--- config.mk ---
export PLATFORM = sky130hd
export DESIGN_NAME = bayer_stream_tx_flat
export DESIGN_NICKNAME = d
export VERILOG_FILES = /design/src/rtl/bayer_stream_tx_if.sv /design/src/rtl/bayer_stream_tx.sv /design/src/flat_wrapper.sv
export SDC_FILE = /design/constraint.sdc
export NUM_CORES = 1
export LEC_CHECK = 0
export ABC_AREA = 1
export ABC_CLOCK_PERIOD_IN_PS = 5300
export BUFFER_PORTS_ARGS = -buffer_cell sky130_fd_sc_hd__buf_2
export CAP_MARGIN = 30
export CORE_MARGIN = 10
export CORE_UTILIZATION = 61
export DETAILED_ROUTE_END_ITERATION = 6
export PLACE_DENSITY = 0.84
export RECOVER_POWER = 50
export SETUP_SLACK_MARGIN = 0.2
export SLEW_MARGIN = 30
export SYNTH_ARGS = -nofsm -noshare
export SYNTH_HDL_FRONTEND = slang
export SYNTH_SLANG_ARGS = --single-unit
--- constraint.sdc ---
create_clock -name clk -period 5.3 [get_ports clk]
set_input_delay 1.06 -clock clk [delete_from_list [all_inputs] [get_ports clk]]
set_output_delay 1.06 -clock clk [all_outputs]
set_load 0.02 [all_outputs]
--- src/rtl/bayer_stream_tx_if.sv ---
// Memory read port plus tagged pixel stream of the Bayer frame source.
// Ports: mem_re_o/mem_addr_o/mem_data_i (synchronous single-port frame memory),
//        pixel_out/valid_out/color_out/last_col_out/last_pic_out (ISP input stream).
interface bayer_stream_tx_if #(
  parameter int ADDR_W      = 12,
  parameter int COLOR_DEPTH = 8
);
  // frame memory read port
  logic                   mem_re_o;
  logic [ADDR_W-1:0]      mem_addr_o;
  logic [COLOR_DEPTH-1:0] mem_data_i;

  // pixel stream toward the ISP top
  logic [COLOR_DEPTH-1:0] pixel_out;
  logic                   valid_out;
  logic [1:0]             color_out;
  logic                   last_col_out;
  logic                   last_pic_out;

  // frame source side: drives the read port and the stream
  modport master (
    output mem_re_o,
    output mem_addr_o,
    input  mem_data_i,
    output pixel_out,
    output valid_out,
    output color_out,
    output last_col_out,
    output last_pic_out
  );

  // memory + consumer side
  modport slave (
    input  mem_re_o,
    input  mem_addr_o,
    output mem_data_i,
    input  pixel_out,
    input  valid_out,
    input  color_out,
    input  last_col_out,
    input  last_pic_out
  );
endinterface

--- src/rtl/bayer_stream_tx.sv ---
// Bayer frame source: reads one raw frame row-major from a synchronous frame
// memory and emits it as a tagged pixel stream (color, last_col, last_pic).
// Ports: clk, rst (async active-high), start_i/mode_i (frame start + mode),
//        pause_i (read pacing stall), bus (memory port + pixel stream),
//        mode_out (latched mode), busy_o, done_o (one-cycle end-of-frame pulse).
// Latency: read issued in cycle t shows on the stream in cycle t+2.
module bayer_stream_tx #(
  parameter int IMG_W        = 64,
  parameter int IMG_H        = 64,
  parameter int ADDR_W       = 12,
  parameter int COLOR_DEPTH  = 8,
  parameter int MODE_BIT_CNT = 3,
  parameter int BAYER        = 0
) (
  input  logic                    clk,
  input  logic                    rst,
  input  logic                    start_i,
  input  logic [MODE_BIT_CNT-1:0] mode_i,
  input  logic                    pause_i,
  bayer_stream_tx_if.master       bus,
  output logic [MODE_BIT_CNT-1:0] mode_out,
  output logic                    busy_o,
  output logic                    done_o
);

  // Counter widths; a 1-wide dimension still needs a 1-bit counter.
  localparam int CW = (IMG_W > 1) ? $clog2(IMG_W) : 1;
  localparam int RW = (IMG_H > 1) ? $clog2(IMG_H) : 1;

  localparam logic [CW-1:0] COL_LAST = CW'(IMG_W - 1);
  localparam logic [RW-1:0] ROW_LAST = RW'(IMG_H - 1);
  localparam logic [1:0]    CFA      = 2'(BAYER);

  localparam logic [1:0] C_RED   = 2'd0;
  localparam logic [1:0] C_GREEN = 2'd1;
  localparam logic [1:0] C_BLUE  = 2'd2;
  localparam logic [1:0] C_VOID  = 2'd3;

  typedef enum logic [1:0] {
    S_IDLE,
    S_RUN,
    S_DRAIN,
    S_DONE
  } state_t;

  state_t            state;
  logic [CW-1:0]     col;
  logic [RW-1:0]     row;
  logic [ADDR_W-1:0] addr;
  logic              drain_cnt;

  // Read-issue register: read strobe/address and the tags of that pixel.
  logic              rd_re;
  logic [ADDR_W-1:0] rd_addr;
  logic [1:0]        rd_color;
  logic              rd_lcol;
  logic              rd_lpic;

  // Tags of the read whose data arrives on mem_data_i this cycle.
  logic              s1_vld;
  logic [1:0]        s1_color;
  logic              s1_lcol;
  logic              s1_lpic;

  // Stream output registers.
  logic [COLOR_DEPTH-1:0] pix_q;
  logic                   vld_q;
  logic [1:0]             color_q;
  logic                   lcol_q;
  logic                   lpic_q;

  logic       at_col_end;
  logic       at_row_end;
  logic       at_frame_end;
  logic [1:0] cfa_p;
  logic [1:0] cur_color;

  assign at_col_end   = (col == COL_LAST);
  assign at_row_end   = (row == ROW_LAST);
  assign at_frame_end = at_col_end && at_row_end;

  // CFA phase of the current pixel; the BAYER order just flips row/col parity.
  assign cfa_p = {row[0] ^ CFA[1], col[0] ^ CFA[0]};

  always_comb begin
    cur_color = C_GREEN;
    case (cfa_p)
      2'b00:   cur_color = C_RED;
      2'b11:   cur_color = C_BLUE;
      default: cur_color = C_GREEN;
    endcase
  end

  // Control FSM and read issue.
  always_ff @(posedge clk or posedge rst) begin
    if (rst) begin
      state     <= S_IDLE;
      col       <= '0;
      row       <= '0;
      addr      <= '0;
      drain_cnt <= 1'b0;
      rd_re     <= 1'b0;
      rd_addr   <= '0;
      rd_color  <= C_VOID;
      rd_lcol   <= 1'b0;
      rd_lpic   <= 1'b0;
      mode_out  <= '0;
      busy_o    <= 1'b0;
      done_o    <= 1'b0;
    end else begin
      rd_re  <= 1'b0;
      done_o <= 1'b0;
      case (state)
        S_IDLE: begin
          if (start_i) begin
            mode_out <= mode_i;
            col      <= '0;
            row      <= '0;
            addr     <= '0;
            busy_o   <= 1'b1;
            state    <= S_RUN;
          end
        end

        S_RUN: begin
          if (!pause_i) begin
            rd_re    <= 1'b1;
            rd_addr  <= addr;
            rd_color <= cur_color;
            rd_lcol  <= at_col_end;
            rd_lpic  <= at_frame_end;
            if (at_frame_end) begin
              // Counters stop on the final pixel so the address never
              // runs past the frame.
              drain_cnt <= 1'b0;
              state     <= S_DRAIN;
            end else begin
              addr <= addr + ADDR_W'(1);
              if (at_col_end) begin
                col <= '0;
                row <= row + RW'(1);
              end else begin
                col <= col + CW'(1);
              end
            end
          end
        end

        // Two cycles for the last read to pass both pipeline stages.
        S_DRAIN: begin
          if (drain_cnt) begin
            state <= S_DONE;
          end else begin
            drain_cnt <= 1'b1;
          end
        end

        S_DONE: begin
          done_o <= 1'b1;
          busy_o <= 1'b0;
          state  <= S_IDLE;
        end

        default: state <= S_IDLE;
      endcase
    end
  end

  // Tag pipeline: tags ride one register behind the read strobe so they
  // line up with mem_data_i, then join the data in the output stage.
  always_ff @(posedge clk or posedge rst) begin
    if (rst) begin
      s1_vld   <= 1'b0;
      s1_color <= C_VOID;
      s1_lcol  <= 1'b0;
      s1_lpic  <= 1'b0;
      pix_q    <= '0;
      vld_q    <= 1'b0;
      color_q  <= C_VOID;
      lcol_q   <= 1'b0;
      lpic_q   <= 1'b0;
    end else begin
      s1_vld   <= rd_re;
      s1_color <= rd_color;
      s1_lcol  <= rd_lcol;
      s1_lpic  <= rd_lpic;

      vld_q <= s1_vld;
      if (s1_vld) begin
        pix_q   <= bus.mem_data_i;
        color_q <= s1_color;
        lcol_q  <= s1_lcol;
        lpic_q  <= s1_lpic;
      end else begin
        // bubble: tags cleared, pixel value held
        color_q <= C_VOID;
        lcol_q  <= 1'b0;
        lpic_q  <= 1'b0;
      end
    end
  end

  assign bus.mem_re_o     = rd_re;
  assign bus.mem_addr_o   = rd_addr;
  assign bus.pixel_out    = pix_q;
  assign bus.valid_out    = vld_q;
  assign bus.color_out    = color_q;
  assign bus.last_col_out = lcol_q;
  assign bus.last_pic_out = lpic_q;

endmodule

--- src/flat_wrapper.sv ---
// flat-port wrapper written by rule: the top's interface ports become plain ports
module bayer_stream_tx_flat 
#(
  parameter int IMG_W        = 64,
  parameter int IMG_H        = 64,
  parameter int ADDR_W       = 12,
  parameter int COLOR_DEPTH  = 8,
  parameter int MODE_BIT_CNT = 3,
  parameter int BAYER        = 0
)
  (clk, rst, start_i, mode_i, pause_i, mode_out, busy_o, done_o, bus_mem_re_o, bus_mem_addr_o, bus_mem_data_i, bus_pixel_out, bus_valid_out, bus_color_out, bus_last_col_out, bus_last_pic_out);
  bayer_stream_tx_if #(.ADDR_W(ADDR_W), .COLOR_DEPTH(COLOR_DEPTH)) bus_i ();
  input  logic clk;
  input  logic rst;
  input  logic start_i;
  input  logic [MODE_BIT_CNT-1:0] mode_i;
  input  logic pause_i;
  output logic [MODE_BIT_CNT-1:0] mode_out;
  output logic busy_o;
  output logic done_o;
  output wire logic [$bits(bus_i.mem_re_o)-1:0] bus_mem_re_o;
  output wire logic [$bits(bus_i.mem_addr_o)-1:0] bus_mem_addr_o;
  input wire logic [$bits(bus_i.mem_data_i)-1:0] bus_mem_data_i;
  output wire logic [$bits(bus_i.pixel_out)-1:0] bus_pixel_out;
  output wire logic [$bits(bus_i.valid_out)-1:0] bus_valid_out;
  output wire logic [$bits(bus_i.color_out)-1:0] bus_color_out;
  output wire logic [$bits(bus_i.last_col_out)-1:0] bus_last_col_out;
  output wire logic [$bits(bus_i.last_pic_out)-1:0] bus_last_pic_out;
  assign bus_mem_re_o = bus_i.mem_re_o;
  assign bus_mem_addr_o = bus_i.mem_addr_o;
  assign bus_i.mem_data_i = bus_mem_data_i;
  assign bus_pixel_out = bus_i.pixel_out;
  assign bus_valid_out = bus_i.valid_out;
  assign bus_color_out = bus_i.color_out;
  assign bus_last_col_out = bus_i.last_col_out;
  assign bus_last_pic_out = bus_i.last_pic_out;
  bayer_stream_tx #(.IMG_W(IMG_W), .IMG_H(IMG_H), .ADDR_W(ADDR_W), .COLOR_DEPTH(COLOR_DEPTH), .MODE_BIT_CNT(MODE_BIT_CNT), .BAYER(BAYER)) u_core (.clk(clk), .rst(rst), .start_i(start_i), .mode_i(mode_i), .pause_i(pause_i), .bus(bus_i), .mode_out(mode_out), .busy_o(busy_o), .done_o(done_o));
endmodule
* Word-level counts from Yosys, hierarchy flattened *
Cells that the tools add are included.

storage, ports and cells
  memory bits (writable) = 0
  output and inout port bits = 31
  bits in latches = 0
  bits in read-only memories = 0
  logic and storage cells = 81
  memories = 0
  input port bits = 15
  flip-flop bits (word level) = 67

operators by class
  bitwise gates (word level) = 1
  reductions and logical operators = 13
  mux-type cells = 30
  multiply operators = 0
  add/subtract/negate cells = 3
  shift-type cells = 0
  equality and inequality tests = 12
  order comparisons = 0
  divide/modulo/power cells = 0

operator list
  cell                                                    count
  two-way mux 6 bit                                       7
  two-way mux 12 bit                                      3
  one-hot mux 12 bit (2 select lines)                     1
  one-hot mux 6 bit (2 select lines)                      2
  adder 12 x 1 -> 12 bit (second input constant)          1
  adder 6 x 1 -> 6 bit (second input constant)            2
  == test 6 bit (second input constant)                   2
  two-way mux 2 bit                                       5
  two-way mux 1 bit                                       8
  one-hot mux 2 bit (4 select lines)                      1
  AND reduction 4 bit                                     2
  == test 2 bit (second input constant)                   3
  inequality test 2 x 1 -> 1 bit (second input constant)  3
  inequality test 2 bit (second input constant)           3
  AND reduction 2 bit                                     3
  nonzero test 2 bit                                      3
  AND reduction 5 bit                                     1
  logical NOT 2 bit                                       2
  one-hot mux 1 bit (2 select lines)                      2
  one-hot mux 2 bit (2 select lines)                      1
  AND reduction 3 bit                                     1
  == test 2 x 1 -> 1 bit (second input constant)          1
  logical AND 1 bit                                       1
  NOT 1 bit                                               1

* Depth between registers and ports, before layout *
Gate-level depths: netlist (run 1).

  depth after elaboration = 5
  mapped depth = 9

* Worst setup path after synthesis (run 1) *
OpenSTA, ideal clock, no wires.

  path type = input port to flip-flop
  start = input pause_i
  end = register u_core.col[4]
  stages on the path = 7
  arrival = 1,712 ps
  path slack = 3,467 ps
  library setup time = 121 ps
  cell sequence = nand2_2 > o21ai_1 > inv_1 > nand3_4 > buf_6 > nand2_1 > o21ai_2

between the ends
  longest elaborated chain between the ends = 2

ends and longest elaborated chain
  item                             line                    RTL
  from (decl)                      flat_wrapper.sv:17      input logic pause_i;
  inequality test 2 bit (no line)  -
  AND reduction 4 bit (no line)    -
  to (signal assigned)             bayer_stream_tx.sv:143  col <= col + CW'(1);
  to (decl)                        bayer_stream_tx.sv:47   logic [CW-1:0] col;

No other way between the ends.
A chain may end at the register's enable or synchronous reset.

* Worst setup path in the final report (run 1) *
  start = register u_core.state[1]
  end = register u_core.addr[11]

between the ends
  longest elaborated chain between the ends = 3

ends and longest elaborated chain
  item                                                                          line                    RTL
  from (decl)                                                                   bayer_stream_tx.sv:46   state_t state;
  from (signal assigned)                                                        bayer_stream_tx.sv:97   state <= S_IDLE;
  from (signal assigned)                                                        bayer_stream_tx.sv:121  state <= S_RUN;
  from (signal assigned)                                                        bayer_stream_tx.sv:136  state <= S_DRAIN;
  == test 2 x 1 -> 1 bit / logical NOT 2 bit (equally long branches)            bayer_stream_tx.sv:113  case (state)
  inequality test 2 bit (no line) / nonzero test 2 bit (equally long branches)  -
  AND reduction 4 bit (no line)                                                 -
  to (signal assigned)                                                          bayer_stream_tx.sv:138  addr <= addr + ADDR_W'(1);
  to (decl)                                                                     bayer_stream_tx.sv:49   logic [ADDR_W-1:0] addr;

Parallel ways exist; a longest one is shown, timed or not.

==> results of run 1 <==
layout make-up:
cell class / count / area, um2
Fill cell: 377 / 1410
Sequential cell: 67 / 1680
Timing Repair Buffer: 46 / 231
Multi-Input combinational cell: 245 / 1300
Inverter: 39 / 146
Clock buffer: 9 / 124
Tap cell: 70 / 87.6
Clock inverter: 7 / 124
routing by layer:
| layer | up-vias | wire [um] | global-route usage |
|---|---|---|---|
| li1 | 1253 | - | - |
| met2 | 68 | 3160 | 0.259 |
| met1 | 1165 | 2890 | 0.195 |
| met4 | 0 | 108 | 0.0643 |
| met3 | 9 | 473 | 0.0573 |
| met5 | - | 0 | 0 |
cell usage in the layout, fill, tap and decap left out, drive strengths merged:
cell	count
ha	9
dfstp	6
o21ai	40
buf	45
xor2	1
nand3b	1
clkbuf	10
bufinv	3
nor2	23
dfrtp	61
clkinv	2
or2	2
inv	40
nand2	121
mux2	8
nand4	8
clkinvlp	1
a21oi	3
nand3	29
metrics by stage:
stage / hold WS, ps / util / area (um2) / setup WS [ps]
after CTS: 378 / 0.725 / 3700 / 2900
final: 376 / 0.725 / 3700 / 2910
after detailed placement: 358 / 0.676 / 3450 / 2910
after global routing: 384 / 0.725 / 3700 / 2650
after floorplan: 354 / - / 3200 / 2570
after global placement: 356 / 0.676 / 3450 / 2970
where the power goes:
group | switching [mW] | total [mW] | internal [mW] | leakage, nW
clock | 0.206 | 0.521 | 0.315 | 0.120
sequential | 0.0796 | 0.708 | 0.628 | 0.873
combinational | 0.411 | 0.595 | 0.184 | 0.839
total | 0.696 | 1.82 | 1.13 | 1.83
sequential cells by signal, indices dropped and copies added, names as in the netlist, 2 cells and up:
name                   count
u_core.bus.mem_addr_o     12
u_core.bus.color_out       2
u_core.rd_color            2
u_core.col                 6
u_core.row                 6
u_core.mode_out            3
u_core.bus.pixel_out       8
u_core.s1_color            2
u_core.addr               12
u_core.state               2
logic make-up (layout without fill, tap and decap cells):
kind of cell	count (synthesis)	after routing	synth area share
compound gates	43	43	0.0848
xor+xnor	1	1	0.00274
fa+ha+maj	9	9	0.0352
buf+inv	48	101	0.0665
flops	67	67	0.526
mux	8	8	0.0281
simple gates	184	184	0.256
path summary, 6_finish.rpt:
path,endpoint,slack (ps)
max,u_core.addr[11]$_DFFE_PP0P_,2910
max reg2reg,u_core.addr[11]$_DFFE_PP0P_,2910
min reg2reg,u_core.s1_lcol$_DFF_PP0_,380
max in group asynchronous,u_core.col[3]$_DFFE_PP0P_,3830
min,u_core.s1_lcol$_DFF_PP0_,380
min in group asynchronous,u_core.bus.pixel_out[0]$_DFFE_PP0P_,940
worst register-to-register path, stage by stage (launching register included):
cell	delay (ps)
sky130_fd_sc_hd__dfrtp_1	410
sky130_fd_sc_hd__inv_1	120
sky130_fd_sc_hd__ha_1	720
sky130_fd_sc_hd__nand2_2	230
sky130_fd_sc_hd__o21ai_1	180
sky130_fd_sc_hd__inv_1	100
sky130_fd_sc_hd__nand3_4	340
sky130_fd_sc_hd__o21ai_0	160
==> flow_metrics.py, run 1 <==
metrics = {
    "logic_synthesis": {
        "avgSynthCellArea_um2": 8.89,
        "synth.distinct_cells": 26,
        "ys_warn_count": 0,
        "async_set_or_reset_register_ratio_after_synthesis": 1.00,
        "synthCells": 360,
        "synth.yosys.seq_area_share": 0.526,
        "synth_area_leaders": "sky130_fd_sc_hd__dfrtp_1 48%, sky130_fd_sc_hd__nand2_1 14%, sky130_fd_sc_hd__dfstp_2 4.9%",
        "synth_enable_flop_cells": 0,
        "mappedNetlistArea_um2": 3200,
        "synth_top_cells_by_count": "119 x sky130_fd_sc_hd__nand2_1, 61 x sky130_fd_sc_hd__dfrtp_1, 36 x sky130_fd_sc_hd__inv_1",
        "netlist.top_cell.by_area": "sky130_fd_sc_hd__dfrtp_1",
        "synthDominantCellAreaShare": 0.477,
        "synth_fp_nets": 384,
        "synth-seq-cells": 67,
        "synth_ff_type": "sky130_fd_sc_hd__dfrtp_1",
        "synthMostInstantiatedCell": "sky130_fd_sc_hd__nand2_1",
    },
    "routing": {
        "ant_nets": 0,
        "dr.pass1.iters": 5,
        "wl_per_cell_um": 13.7,
        "routed_wl_mm": 6.63,
        "detail_route.vias_per_cell": 5.17,
        "drt-initial-drc-count": 130,
        "post-route-drc-count": 0,
        "via_count": 2495,
    },
    "clock_tree": {
        "cts-root-buf": "sky130_fd_sc_hd__clkbuf_8",
        "clk_pin_slew_worst_paths_ps": 80,
        "cts-root-to-sink-buffers": 2,
        "cts_max_level": 3,
        "numClockSinks": 67,
        "num_cts_buffers": 9,
        "post_cts_buffers": 0,
        "cts_tree": "yes",
        "post_cts_resize_count": 0,
        "ctsHoldBuffers": 0,
        "clk_lat_worst_skew_ps": 350,
    },
    "setup_path": {
        "critical_path.endpoint_type": "flip-flop",
        "worstSetupPathDepth": 7,
        "timing.critical_path.mode_cell": "sky130_fd_sc_hd__inv_1",
        "crit_arrival_ps": 2600,
        "worstPathCellList": "inv_1 > ha_1 > nand2_2 > o21ai_1 > inv_1 > nand3_4 > o21ai_0",
        "cp_data_required_time_ps": 5510,
        "cp_peak_stage_delay_ps": 720,
        "master_of_the_slowest_instance_on_the_critical_path": "sky130_fd_sc_hd__ha_1",
        "reg2regPathDepth": 7,
        "timing.critical_path.from": "u_core.state[1]$_DFFE_PP0P_",
        "cell_class_contributing_the_biggest_share_of_worst_path_delay": "adder cells",
        "timing_worst_setup_path_type": "reg2reg",
        "crit_path_max_fanout": 33,
        "critPathLaunchType": "flip-flop",
        "worst_r2r_startpoint": "u_core.state[1]$_DFFE_PP0P_",
        "path_buf_inv": 2,
    },
    "die": {
        "num_rows": 26,
        "chipWidth_um": 92.4,
        "fp.dieArea_um2": 8540,
        "start_util": 0.627,
        "die-height_um": 92.4,
        "core_area_um2": 5110,
        "io_pins": 46,
    },
    "sta": {
        "slew_violations": 0,
        "grt_setup_unrepaired": "false",
        "timing_worst_slew_pin_value_ps": 842,
        "fmax_ghz": 0.419,
        "setup-violations-final": 0,
        "skew_ps": 8.67,
        "final_number_of_hold_violating_endpoints": 0,
        "totalNegativeSetupSlack_ps": 0,
        "slew_headroom": 0.439,
        "min_period_over_period": 0.451,
        "timing.final.crit_period_ps": 2390,
    },
    "hold_path": {
        "hp-class": "reg2reg",
        "min_from": "u_core.rd_lcol$_DFFE_PP0P_",
        "hold-path-cell-count": 0,
    },
    "power_and_ir_drop": {
        "pwr_density_cell_nw_per_um2": 493,
        "vdd.ir_drop.worst_mv": 0.266,
        "cellLeakagePower_nw": 1.83,
        "p_total_mw": 1.82,
    },
    "placement": {
        "hpwl_mm": 4.52,
        "port_buffers": 45,
        "globalplace.congestion": 0.873,
        "numPlacedInstances": 467,
    },
    "layout": {
        "post_layout_nonfiller_instances": 483,
        "drive_above_1_share": 0.252,
        "design.final.nets": 432,
        "area_delta_synth_final_pct": 15.6,
        "antenna_cells_inserted": 0,
    },
    "run_status": {
        "outcome": "finished clean",
    },
    "grt": {
        "gr-total-overflow": 0,
        "first_global_vias": 2313,
        "global_route_wire_length_before_repair_mm": 11.2,
        "antenna_found_initial": 0,
        "pin_count_of_the_biggest_net_entering_global_routing": 68,
        "grt_util_all_layers": 0.162,
    },
    "flow_run": {
        "cap_violations": 0,
    },
}
(Power assumes the default switching activity.)
==> run 2: changes to the inputs <==
ABC_CLOCK_PERIOD_IN_PS = 2300   (was 5300)
CORE_UTILIZATION = 57   (was 61)
PLACE_DENSITY = 0.8   (was 0.84)
clock period = 2.3 ns   (was 5.3 ns; I/O delays follow)
==> run 2 against run 1 <==
Compared with the run above:
- the run now ends with capacitance limit, slew limit left
- sequential cell count unchanged
- die area up 5.5%
- first-iteration DRC count up 34%
- utilization down 6.3 points
- via count down 0.12%
- sequential share of layout area up 0.97 points
- combinational power up 130%
- hold slack worse by 56 ps
==> flow_metrics.py, run 2 (synthesis gave the netlist of run 1 again) <==
metrics = {
    "sta": {
        "final_number_of_hold_violating_endpoints": 0,
        "slew_headroom": -0.0468,
        "fmax_ghz": 0.540,
        "timing_worst_slew_pin_value_ps": 1570,
        "totalNegativeSetupSlack_ps": 0,
        "hold_slack_final_ps": 320,
        "min_period_over_period": 0.805,
        "timing.final.crit_period_ps": 1850,
        "skew_ps": 8.84,
        "setup-violations-final": 0,
        "grt_setup_unrepaired": "false",
        "slew_violations": 68,
    },
    "layout": {
        "antenna_cells_inserted": 0,
        "layout_commonest_cell": "sky130_fd_sc_hd__nand2_1",
        "area_delta_synth_final_pct": 13.2,
        "final_cell_mix": "119 x sky130_fd_sc_hd__nand2_1, 61 x sky130_fd_sc_hd__dfrtp_1, 45 x sky130_fd_sc_hd__buf_2",
        "drive_above_1_share": 0.259,
        "design.final.nets": 433,
        "post_layout_nonfiller_instances": 485,
    },
    "setup_path": {
        "timing_worst_setup_path_type": "reg2reg",
        "master_of_the_slowest_instance_on_the_critical_path": "sky130_fd_sc_hd__dfrtp_1",
        "crit_path_max_fanout": 33,
        "cp_data_required_time_ps": 2510,
        "path_buf_inv": 2,
        "crit_arrival_ps": 2060,
        "cell_class_contributing_the_biggest_share_of_worst_path_delay": "simple AND/OR/NAND/NOR gates",
        "critPathLaunchType": "flip-flop",
        "timing.critical_path.mode_cell": "sky130_fd_sc_hd__inv_1",
        "worstPathCellList": "inv_1 > ha_1 > nand2_2 > o21ai_1 > inv_1 > nand3_4 > nand2_1 > o21ai_2",
        "cp_peak_stage_delay_ps": 410,
        "critical_path.endpoint_type": "flip-flop",
    },
    "clock_tree": {
        "ctsHoldBuffers": 0,
        "clk_pin_slew_worst_paths_ps": 70,
        "cts_max_level": 3,
        "numClockSinks": 67,
        "cts-root-buf": "sky130_fd_sc_hd__clkbuf_8",
        "post_cts_resize_count": 0,
        "clk_lat_worst_skew_ps": 340,
        "num_cts_buffers": 9,
        "cts-root-to-sink-buffers": 2,
        "post_cts_buffers": 0,
        "cts_tree": "yes",
    },
    "grt": {
        "grt_util_all_layers": 0.151,
        "gr-total-overflow": 0,
        "pin_count_of_the_biggest_net_entering_global_routing": 68,
        "first_global_vias": 2352,
        "global_route_wire_length_before_repair_mm": 10.8,
        "antenna_found_initial": 0,
    },
    "power_and_ir_drop": {
        "vdd.ir_drop.worst_mv": 0.620,
        "pwr_density_cell_nw_per_um2": 1060,
        "cellLeakagePower_nw": 1.80,
    },
    "die": {
        "fp.dieArea_um2": 9010,
        "chipWidth_um": 94.9,
        "die-height_um": 94.9,
        "core_area_um2": 5470,
        "io_pins": 46,
        "num_rows": 27,
        "start_util": 0.585,
    },
    "routing": {
        "wl_per_cell_um": 12.9,
        "drt-initial-drc-count": 174,
        "via_count": 2492,
        "post-route-drc-count": 0,
        "dr.pass1.iters": 5,
        "detail_route.vias_per_cell": 5.14,
        "routed_wl_mm": 6.26,
        "ant_nets": 0,
    },
    "flow_run": {
        "cap_violations": 1,
    },
    "run_status": {
        "outcome": "complete, but fails checks",
        "failing_checks": "capacitance limit, slew limit",
    },
    "placement": {
        "port_buffers": 45,
        "globalplace.congestion": 0.769,
        "hpwl_mm": 4.59,
        "numPlacedInstances": 470,
    },
    "hold_path": {
        "hp-class": "in2reg",
    },
}
run 2: cell count changes in the layout (fill, tap and decap cells not counted), sizes merged:
cell	change
clkinv	+1
clkbuf	+1
bufinv	-3
clkinvlp	+2
inv	-2
buf	+1
run 2: stage by stage:
stage	worst slack [ps]	total power, mW	utilization	area [um2]
6_report	447	3.83	0.662	3620
3_5_place_dp	456	3.04	0.636	3480
4_1_cts	445	3.87	0.667	3650
5_1_grt	247	4.11	0.662	3620
2_1_floorplan	829	2.74	-	3200
3_3_place_gp	586	2.99	0.636	3480
run 2: metal layers:
layer / GRT usage / part of all wire / up-vias
met5: 0 / 0 / -
met4: 0.0611 / 0.012 / 0
met3: 0.0476 / 0.082 / 7
met2: 0.235 / 0.47 / 69
met1: 0.191 / 0.44 / 1171
li1: - / - / 1245
run 2: where the power goes:
part           internal (mW)  switching [mW]  total [mW]
Combinational          0.429           0.939        1.37
Clock                  0.408           0.426       0.834
Sequential              1.45           0.175        1.62
Total                   2.29            1.54        3.83
run 2: layout make-up:
class                      instances  area, um2
clock buffer                      10        138
clock inverter                     5       30.0
fill                             437       1850
inverter                          39        148
multi-input combinational        245       1300
sequential                        67       1680
tap                               72       90.1
timing repair buffer              47        238
run 2: final timing paths:
| check | from | depth (start not counted) | end | slack, ps |
|---|---|---|---|---|
| max | u_core.state[1]$_DFFE_PP0P_ | 8 | u_core.col[2]$_DFFE_PP0P_ | 450 |
| min | mode_i[0] | 3 | u_core.mode_out[0]$_DFFE_PP0P_ | 320 |
| max reg2reg | u_core.state[1]$_DFFE_PP0P_ | 8 | u_core.col[2]$_DFFE_PP0P_ | 450 |
| min reg2reg | u_core.rd_color[1]$_DFFE_PP1P_ | 0 | u_core.s1_color[1]$_DFF_PP1_ | 370 |
| max in group asynchronous | rst | 3 | u_core.row[0]$_DFFE_PP0P_ | 660 |
| min in group asynchronous | rst | 3 | u_core.drain_cnt$_DFFE_PP0P_ | 700 |
run 2: tightest hold or removal path: cells and delay by family:
kind                   cells  cell delay [ps]
buffers and inverters      1               70
and+or+nand+nor            2               80
